$ cat config.mk
export PLATFORM = sky130hd
export DESIGN_NAME = ptp_b_sequencer
export DESIGN_NICKNAME = d
export VERILOG_FILES = /design/src/rtl/ptp_b_sequencer.sv
export SDC_FILE = /design/constraint.sdc
export NUM_CORES = 1
export LEC_CHECK = 0
export CAP_MARGIN = 20
export CORE_MARGIN = 2
export CORE_UTILIZATION = 45
export CTS_CLUSTER_DIAMETER = 40
export DETAILED_ROUTE_END_ITERATION = 12
export HOLD_SLACK_MARGIN = 0.03
export PLACE_DENSITY = 0.7
export SETUP_SLACK_MARGIN = 0.4
export SLEW_MARGIN = 15
export SYNTH_ARGS = -nofsm -noshare
export SYNTH_HDL_FRONTEND = slang
export SYNTH_SLANG_ARGS = --single-unit
$ cat constraint.sdc
create_clock -name clk_i -period 2.59 [get_ports clk_i]
set_clock_uncertainty 0.2 [all_clocks]
set_input_delay 0.518 -clock clk_i [delete_from_list [all_inputs] [get_ports clk_i]]
set_output_delay 0.518 -clock clk_i [all_outputs]
set_load 0.01 [all_outputs]
$ cat src/rtl/ptp_b_sequencer.sv
// Frame controller for the Baby readout unpacker: clears the pointer, then
// strobes out one item at a time behind a valid/ack handshake.
module ptp_b_sequencer #(
    parameter int unsigned ITEMS_PAR = 20,
    parameter int unsigned ITEMS_SER = 160,
    parameter int unsigned DIV_W     = 4
) (
    input  logic             clk_i,
    input  logic             reset_ni,
    input  logic             start_i,
    input  logic             abort_i,
    input  logic             serialise_i,
    input  logic             debug_i,
    input  logic [DIV_W-1:0] div_i,
    input  logic             ack_i,
    output logic             ptp_reset_o,
    output logic             ptp_control_o,
    output logic             ptp_serialise_o,
    output logic             ptp_debug_o,
    output logic             valid_o,
    output logic [7:0]       index_o,
    output logic             busy_o,
    output logic             done_o
);

    localparam int unsigned IDX_W = 8;

    typedef enum logic [2:0] {
        S_IDLE,
        S_CLEAR,
        S_STROBE,
        S_SETTLE,
        S_PRESENT,
        S_GAP,
        S_DONE
    } state_t;

    state_t             state_q, state_d;
    logic [IDX_W-1:0]   index_d;
    logic [DIV_W-1:0]   cnt_q, cnt_d;
    logic [DIV_W-1:0]   div_q, div_d;
    logic               ser_d, dbg_d;
    logic               abort_c;
    logic [IDX_W-1:0]   last_idx_c;
    logic               ptp_reset_d, ptp_control_d, valid_d, busy_d, done_d;

    assign last_idx_c = ptp_serialise_o ? IDX_W'(ITEMS_SER - 1) : IDX_W'(ITEMS_PAR - 1);

    // Next-state and next-output decode; outputs are registered from state_d.
    always_comb begin
        state_d = state_q;
        index_d = index_o;
        cnt_d   = cnt_q;
        div_d   = div_q;
        ser_d   = ptp_serialise_o;
        dbg_d   = ptp_debug_o;
        abort_c = 1'b0;

        if (state_q != S_IDLE && abort_i) begin
            state_d = S_IDLE;
            abort_c = 1'b1;
        end else begin
            case (state_q)
                S_IDLE: begin
                    // Abort outranks a simultaneous start.
                    if (start_i && !abort_i) begin
                        ser_d   = serialise_i;
                        dbg_d   = debug_i;
                        div_d   = div_i;
                        index_d = '0;
                        state_d = S_CLEAR;
                    end
                end
                S_CLEAR:  state_d = S_STROBE;
                S_STROBE: state_d = S_SETTLE;
                S_SETTLE: state_d = S_PRESENT;
                S_PRESENT: begin
                    if (ack_i) begin
                        if (index_o == last_idx_c) begin
                            state_d = S_DONE;
                        end else begin
                            index_d = index_o + IDX_W'(1);
                            if (div_q == '0) begin
                                state_d = S_STROBE;
                            end else begin
                                cnt_d   = div_q;
                                state_d = S_GAP;
                            end
                        end
                    end
                end
                S_GAP: begin
                    if (cnt_q <= DIV_W'(1)) state_d = S_STROBE;
                    else                    cnt_d   = cnt_q - DIV_W'(1);
                end
                S_DONE:  state_d = S_IDLE;
                default: state_d = S_IDLE;
            endcase
        end

        ptp_reset_d   = (state_d == S_CLEAR) || abort_c;
        ptp_control_d = (state_d == S_STROBE);
        valid_d       = (state_d == S_PRESENT);
        done_d        = (state_d == S_DONE);
        busy_d        = (state_d != S_IDLE);
    end

    always_ff @(posedge clk_i or negedge reset_ni) begin
        if (!reset_ni) begin
            state_q         <= S_IDLE;
            cnt_q           <= '0;
            div_q           <= '0;
            index_o         <= '0;
            ptp_serialise_o <= 1'b0;
            ptp_debug_o     <= 1'b0;
            ptp_reset_o     <= 1'b0;
            ptp_control_o   <= 1'b0;
            valid_o         <= 1'b0;
            busy_o          <= 1'b0;
            done_o          <= 1'b0;
        end else begin
            state_q         <= state_d;
            cnt_q           <= cnt_d;
            div_q           <= div_d;
            index_o         <= index_d;
            ptp_serialise_o <= ser_d;
            ptp_debug_o     <= dbg_d;
            ptp_reset_o     <= ptp_reset_d;
            ptp_control_o   <= ptp_control_d;
            valid_o         <= valid_d;
            busy_o          <= busy_d;
            done_o          <= done_d;
        end
    end

endmodule

After elaboration in Yosys (flattened, before gate mapping)

Index checks and enable logic that the tools add are counted.

Register bits after elaboration: 26
Output and inout port bits: 15
Word-level logic and storage cells: 61

$add $sub $neg: 2
Order comparisons: 1
Equal/unequal tests: 15
Mux-type cells: 18
Bitwise gates (word level): 1
Reduce and logical (&&, ||, !) cells: 13

Operators with widths:

| cell                  | count |
|---|---|
| $mux W8               | 4 |
| $mux W3               | 6 |
| $pmux W3 S6           | 1 |
| $mux W4               | 4 |
| $pmux W8 S2           | 1 |
| $eq A3 B3 Y1 const B  | 4 |
| $ne A2 B2 Y1 const B  | 5 |
| $eq A3 B2 Y1 const B  | 3 |
| $add A8 B1 Y8 const B | 1 |
| $eq A8 B8 Y1          | 1 |
| $pmux W4 S2           | 1 |
| $eq A3 B1 Y1 const B  | 2 |
| $reduce_and A6 Y1     | 1 |
| $reduce_bool A3 Y1    | 2 |
| $reduce_and A5 Y1     | 1 |
| $le A4 B1 Y1 const B  | 1 |
| $logic_not A4 Y1      | 1 |
| $reduce_bool A2 Y1    | 2 |
| $sub A4 B1 Y4 const B | 1 |
| $logic_not A3 Y1      | 1 |
| $reduce_and A3 Y1     | 1 |
| $logic_and A1 B1 Y1   | 2 |
| $logic_not A1 Y1      | 1 |
| $logic_or A1 B1 Y1    | 1 |
| other kinds (2)       | 2 |

Logic depth before layout (Yosys ltp)

Gate-level depths: netlist of run 1.

Word-level depth: 8
Gate-level depth with buffers: 7
Mapped depth without buffers: 7

Worst setup path after synthesis of run 1

Ideal clock, no wire load.

Path type: reg2reg
Start point: reg index_o[0]
End point: reg index_o[3]
Setup time: 0.136 ns
Arrival time: 1.943 ns
Required time: 2.254 ns
Setup slack: 0.311 ns
Cell stages (with the launch flop): 8
Buffers on the path: 1
Period minus slack after synthesis: 2.279 ns
Cell sequence: dfrtp_1 ha_1 or4bb_1 a211oi_4 or2_1 buf_6 or3_1 a21oi_2

Cells in the longest elaborated chain, start to end: 4

Ends and longest elaborated chain:

| item                   | line | source |
|---|---|---|
| start, declared        | 21   | `output logic [7:0] index_o,` |
| start signal, assigned | 125  | `index_o <= index_d;` |
| $add A8 B1 Y8          | 82   | `index_d = index_o + IDX_W'(1);` |
| $mux W8                | 79   | `if (index_o == last_idx_c) begin` |
| $mux W8                | 78   | `if (ack_i) begin` |
| $pmux W8 S2            | 63   | `case (state_q)` |

Several ways; a longest one is shown, not always the timed one. The select of a mux whose other input is x is not followed.
A chain may end at the register's enable or synchronous reset.

Worst setup path in the final report of run 1

Start point: reg index_o[0]
End point: reg valid_o

Cells in the longest elaborated chain, start to end: 6

Ends and longest elaborated chain:

| item                 | line | source |
|---|---|---|
| $eq A8 B8 Y1         | 79   |  |
| $mux W3              | 79   |  |
| $mux W3              | 78   |  |
| $pmux W3 S6          | 63   |  |
| $mux W3              | 59   | `if (state_q != S_IDLE && abort_i) begin` |
| $eq A3 B3 Y1         | 103  | `valid_d = (state_d == S_PRESENT);` |
| named net valid_d    | 45   | `logic ptp_reset_d, ptp_control_d, valid_d, busy_d, done_d;` |
| end signal, assigned | 130  | `valid_o <= valid_d;` |
| end, declared        | 20   | `output logic valid_o,` |

The timed path passes the listed nets, and every way through them passes these cells.

==> impl_metrics.json, run 1 <==
{
  "die_w_um": 60.4,
  "dr.pass1.iters": 4,
  "timing.final.crit_share_pct": 83.8,
  "cts.htree.levels": 1,
  "vias_per_cell": 5.46,
  "avgSynthCellArea_um2": 9.23,
  "cpMaxStageDelayCell": "or4bb_4",
  "synthFlopType": "dfrtp_1",
  "gp_congestion": 0.867,
  "max_slew.worst_pin.slew_ps": 649,
  "clock_latency_ps": 320,
  "grt_pass1_vias": 1093,
  "vias": 1293,
  "num_io_pins": 26,
  "place_area_um2": 1750,
  "grt_max_degree": 27,
  "holdWs_ps": 301,
  "crit_fanout": 4,
  "fin_tns_setup_ps": 0,
  "top_layer_used": "met4",
  "place_inst": 224,
  "cp_data_arrival_time_ps": 2240,
  "max_slew_margin_pct": 56.4,
  "final_cell_area_um2": 1890,
  "clock-sinks": 26,
  "dieHeight_um": 60.4,
  "antenna_found_initial": 0,
  "synth_async_sr_flop_share_pct": 100,
  "cp-start-kind": "flip-flop",
  "fmax_mhz": 461,
  "yosys_warnings": 0,
  "synthesis.nets": 169,
  "setup_viol": 0,
  "critPathRequiredTime_ps": 2660,
  "clkTransAtPathRegs_ps": 140,
  "drt-met1-wl_mm": 1.43,
  "met2_length_mm": 1.58,
  "hpwl_mm": 2.18,
  "num_antenna_cells": 0,
  "min_period_ps": 2170,
  "drive_above_1_share_pct": 19.7,
  "hold_class": "flip-flop to flip-flop",
  "nNetsFinal": 208,
  "track_usage_pct": 18.5,
  "grt-ovfl-total": 0,
  "drv_slew": 0,
  "clockBufferDepth": 2,
  "synth_cells": 155,
  "outcome": "completed",
  "place.port_buffers": 25,
  "numCtsBuffers": 3,
  "grt_pass1_wl_mm": 5.02,
  "hold_viol_final": 0,
  "final-instance-count-excl-fill": 237,
  "routed-wl-met3_um": 184,
  "num_rows": 20,
  "maxCapViolCount": 0,
  "ant_nets": 0,
  "drcViolationCount": 0,
  "area_delta_synth_final_pct": 32.3,
  "wl_mm": 3.24,
  "synth_cell_types": 45,
  "critical_path_class": "flip-flop to flip-flop",
  "leakage_nw": 0.780,
  "yosysSeqAreaShare_pct": 45.5,
  "cp_cell_sequence": "ha_4, or4bb_4, a21oi_4, buf_4, nor2_1, o2bb2ai_1, o2111a_1",
  "rsz0062_at_grt": "no",
  "cts_tree": "yes",
  "start_util_pct": 47.3,
  "syn_area_um2": 1430,
  "drtIter0Drc": 33,
  "core-area_um2": 3030,
  "endpoint_kind": "flip-flop",
  "yosys_register_bits": 26,
  "synth_edf_count": 0,
  "ir_worst_vdd_uv": 424,
  "slowest_delay_ps": 500,
  "cellPowerDensity_nw_per_um2": 807,
  "cts_root_buffer": "clkbuf_4",
  "wl_per_cell_um": 13.7,
  "die_area_um2": 3650
}
layer usage:
metal / vias up / track usage [%]
li1: 626 / -
met1: 618 / 26.8
met2: 45 / 28.6
met5: - / 0
met3: 4 / 2.56
met4: 0 / 6.03
kinds of logic (layout without fill, tap and decap cells):
logic type | count (synthesis) | after routing | share of synthesized area (%)
xor gates and xnor gates | 3 | 3 | 1.84
AOI/OAI and AO/OA | 33 | 33 | 17.7
muxes | 1 | 1 | 0.699
buffers and inverters | 10 | 48 | 3.76
adders and majority gates | 3 | 3 | 2.62
and+or+nand+nor | 79 | 79 | 27.9
DFF | 26 | 26 | 45.5
through the flow:
stage	utilization, %	power (W)	setup WS [ps]
detailed placement	57.9	0.00130	99.8
CTS	59.8	0.00149	445
global route	62.6	0.00165	322
finish	62.6	0.00153	419
global placement	57.9	0.00129	116
floorplan	-	0.00109	442
worst paths after layout:
| kind | slack [ps] | start | cells past startpoint | to |
|---|---|---|---|---|
| hold reg to reg | 300 | ptp_debug_o | 2 | ptp_debug_o |
| max in group asynchronous | 1550 | reset_ni | 2 | index_o[2] |
| setup reg to reg | 420 | index_o[0] | 7 | valid_o |
| min in group asynchronous | 360 | reset_ni | 2 | done_o |
| setup / recovery | 420 | index_o[0] | 7 | valid_o |
| hold / removal | 300 | ptp_debug_o | 2 | ptp_debug_o |
where the power goes:
group,leakage (nW),switching (W),internal (W)
logic,0.432,0.000353,0.000319
registers,0.333,0.000151,0.000532
clock network,0.0150,0.000114,0.0000601
total,0.780,0.000618,0.000911
area by class of cell:
cell class	count	area [um2]
clock buffers	4	26.3
fillers	267	1130
inverters	3	11.3
multi-input cells	119	776
flip-flops and latches	26	656
well taps	44	55.1
repair buffers	41	370
critical path: cells and delay by family (launching register included):
kind | cells | cell delay [ps]
AO/OA/AOI/OAI | 3 | 680
buffers and inverters | 1 | 140
flip-flops | 1 | 410
adder cells (fa/ha/maj) | 1 | 150
AND/OR/NAND/NOR | 2 | 550
cell usage after synthesis, types with 2 or more instances:
cell type,n,area (um2)
o311ai_1,2,17.5
buf_6,2,22.5
a21oi_1,4,20.0
xnor2_1,3,26.3
nand3_1,10,50.1
o21ai_0,4,20.0
nand2_1,33,124
or3_1,2,12.5
o22ai_1,2,12.5
o31ai_1,2,15.0
nor4_1,3,18.8
a21oi_2,2,17.5
ha_1,3,37.5
inv_1,3,11.3
and2_1,5,31.3
o21ai_1,3,15.0
o211ai_1,4,30.0
dfrtp_1,26,651
nor3_1,2,10.0
clkbuf_1,3,11.3
nand2b_1,2,12.5
nor2b_1,5,31.3
nor2_1,8,30.0
flip-flops by register name, indices dropped and copies added (netlist names), 3 cells and up:
| signal | flops |
|---|---|
| index_o | 8 |
| cnt_q | 4 |
| div_q | 4 |
| state_q | 3 |
timing repair:
action / in CTS / in global routing
setup endpoints to repair: 12 / 8
hold buffers: 0 / 0
buffers inserted: 4 / 5
gates resized for setup: 1 / 9
gates cloned: 0 / 0
pin swaps: 3 / 3
placed cells by master (no fill, tap or decap), drive strengths merged, types with 4 or more instances in the layout:
master	instances
and2	6
nor2	8
dfrtp	26
nand3	10
nand2	33
o21ai	8
o211ai	4
a21oi	7
buf	16
clkdlybuf4s50	25
clkbuf	4
nor2b	5
Note: power is estimated with default switching activity, not from simulation.
==> run 2, diff against run 1 <==
clock period = 2.16 ns   (was 2.59 ns; I/O delays follow)
==> impl_metrics.json, run 2 (synthesized netlist as in run 1, its figures left out) <==
{
  "critPathRequiredTime_ps": 2240,
  "maxCapViolCount": 0,
  "cts_root_buffer": "clkbuf_4",
  "cts_tree": "yes",
  "nNetsFinal": 236,
  "cp_data_arrival_time_ps": 2150,
  "core-area_um2": 3030,
  "outcome": "completed",
  "hpwl_mm": 2.52,
  "place.port_buffers": 25,
  "place_inst": 243,
  "fmax_mhz": 483,
  "dieHeight_um": 60.4,
  "grt_pass1_vias": 1377,
  "grt_pass1_wl_mm": 6.20,
  "start_util_pct": 47.3,
  "grt_max_degree": 27,
  "die_w_um": 60.4,
  "largest_reg_flops": 8,
  "clock_latency_ps": 330,
  "critical_path_class": "flip-flop to flip-flop",
  "largestRegisters": "index_o x8, cnt_q x4, div_q x4",
  "drv_slew": 0,
  "r2r-end": "valid_o",
  "num_rows": 20,
  "setup_viol": 0,
  "cp-start-kind": "flip-flop",
  "numCtsBuffers": 3,
  "mostFrequentLayoutCell": "buf_4",
  "largest-register": "index_o",
  "max_slew.worst_pin.slew_ps": 330,
  "max_slew_margin_pct": 77.4,
  "track_usage_pct": 23.3,
  "min_period_ps": 2070,
  "nFillCells": 244,
  "holdWs_ps": 248,
  "reg2reg_depth": 8,
  "clockBufferDepth": 2,
  "drive_above_1_share_pct": 40.7,
  "post-place-ws_ps": -178,
  "wl_mm": 3.97,
  "layout.cells.most_common_list": "buf_4 (36), nand2_1 (31), dfrtp_1 (19)",
  "crit_fanout": 4,
  "drtIter0Drc": 75,
  "ant_nets": 0,
  "wl_per_cell_um": 15.0,
  "hold_viol_final": 0,
  "vias_per_cell": 5.33,
  "clkTransAtPathRegs_ps": 140,
  "layout_setup_ws_ps": 87.5,
  "die_area_um2": 3650,
  "num_antenna_cells": 0,
  "rsz0062_at_grt": "yes",
  "final-instance-count-excl-fill": 265,
  "vias": 1412,
  "cellPowerDensity_nw_per_um2": 988,
  "endpoint_kind": "flip-flop",
  "hold_class": "primary input to async pin",
  "leakage_nw": 0.996,
  "area_delta_synth_final_pct": 54.6,
  "antenna_found_initial": 0,
  "gp_congestion": 0.869,
  "reg2reg_from": "index_o[0]",
  "cts.htree.levels": 1,
  "drcViolationCount": 0,
  "postCtsHoldBufs": 0,
  "grt-ovfl-total": 0,
  "timing.final.crit_share_pct": 96.0,
  "num_io_pins": 26,
  "worst-r2r-setup-slack_ps": 90,
  "ir_worst_vdd_uv": 628,
  "dr.pass1.iters": 4,
  "clock-sinks": 26
}
==> run 2: cell count changes in the layout (fill, tap and decap cells not counted), sizes merged <==
cell	delta
clkdlybuf4s50	-16
buf	+34
clkbuf	+1
dlygate4sd2	+9
==> run 2: metal layers <==
| layer | global-route usage, % | up-vias | part of all wire, % |
|---|---|---|---|
| met1 | 30.9 | 673 | 44 |
| met4 | 10.2 | 0 | 2.4 |
| met3 | 2.99 | 11 | 4.7 |
| met2 | 38.5 | 49 | 49 |
| met5 | 0 | - | 0 |
| li1 | - | 679 | - |
==> run 2: how the worst max path moves through the flow <==
| stage | startpoint | slack, ps | endpoint |
|---|---|---|---|
| final | index_o[0] | 90 | valid_o |
| after CTS | index_o[1] | 120 | cnt_q[1] |
| after floorplan | ptp_serialise_o | 120 | index_o[3] |
| after global routing | cnt_q[1] | 40 | ptp_control_o |
| after global placement | start_i | -140 | index_o[5] |
| after detailed placement | start_i | -180 | index_o[3] |
==> run 2: worst max-delay path: stages (launching register included) <==
cell and delay [ps]:
dfrtp_2 410, ha_4 130, or4bb_4 500, a21oi_4 190
buf_4 140, buf_6 100, nor2_4 40, o2bb2ai_4 140
o2111a_1 180
==> run 2: per-stage QoR <==
step           area, um2  setup TNS [ps]  total power, W  util, %
2_1_floorplan       1490               0         0.00133        -
3_3_place_gp        1940           -1030         0.00168     64.0
3_5_place_dp        1940           -1410         0.00172     64.0
4_1_cts             2080               0         0.00201     68.6
5_1_grt             2210               0         0.00234     73.1
6_report            2210               0         0.00219     73.1
==> run 2: cell type report <==
type                       instances  area, um2  area share [%]
multi-input combinational        119        875            39.5
sequential                        26        659            29.8
tap                               44       55.1            2.49
timing repair buffer              69        577            26.1
inverter                           3       11.3           0.509
clock buffer                       4       36.3            1.64
==> run 2: repair_timing <==
item                                    4_1_cts  5_1_grt
pin swaps                                    13       10
setup buffers                                10        8
resized for setup                            48       21
endpoints found under the setup margin       32       28
==> run 2: report_power, final <==
group	switching [W]	total, W	internal (W)
sequential	0.000147	0.000790	0.000643
combinational	0.000586	0.00114	0.000559
clock	0.000149	0.000252	0.000103
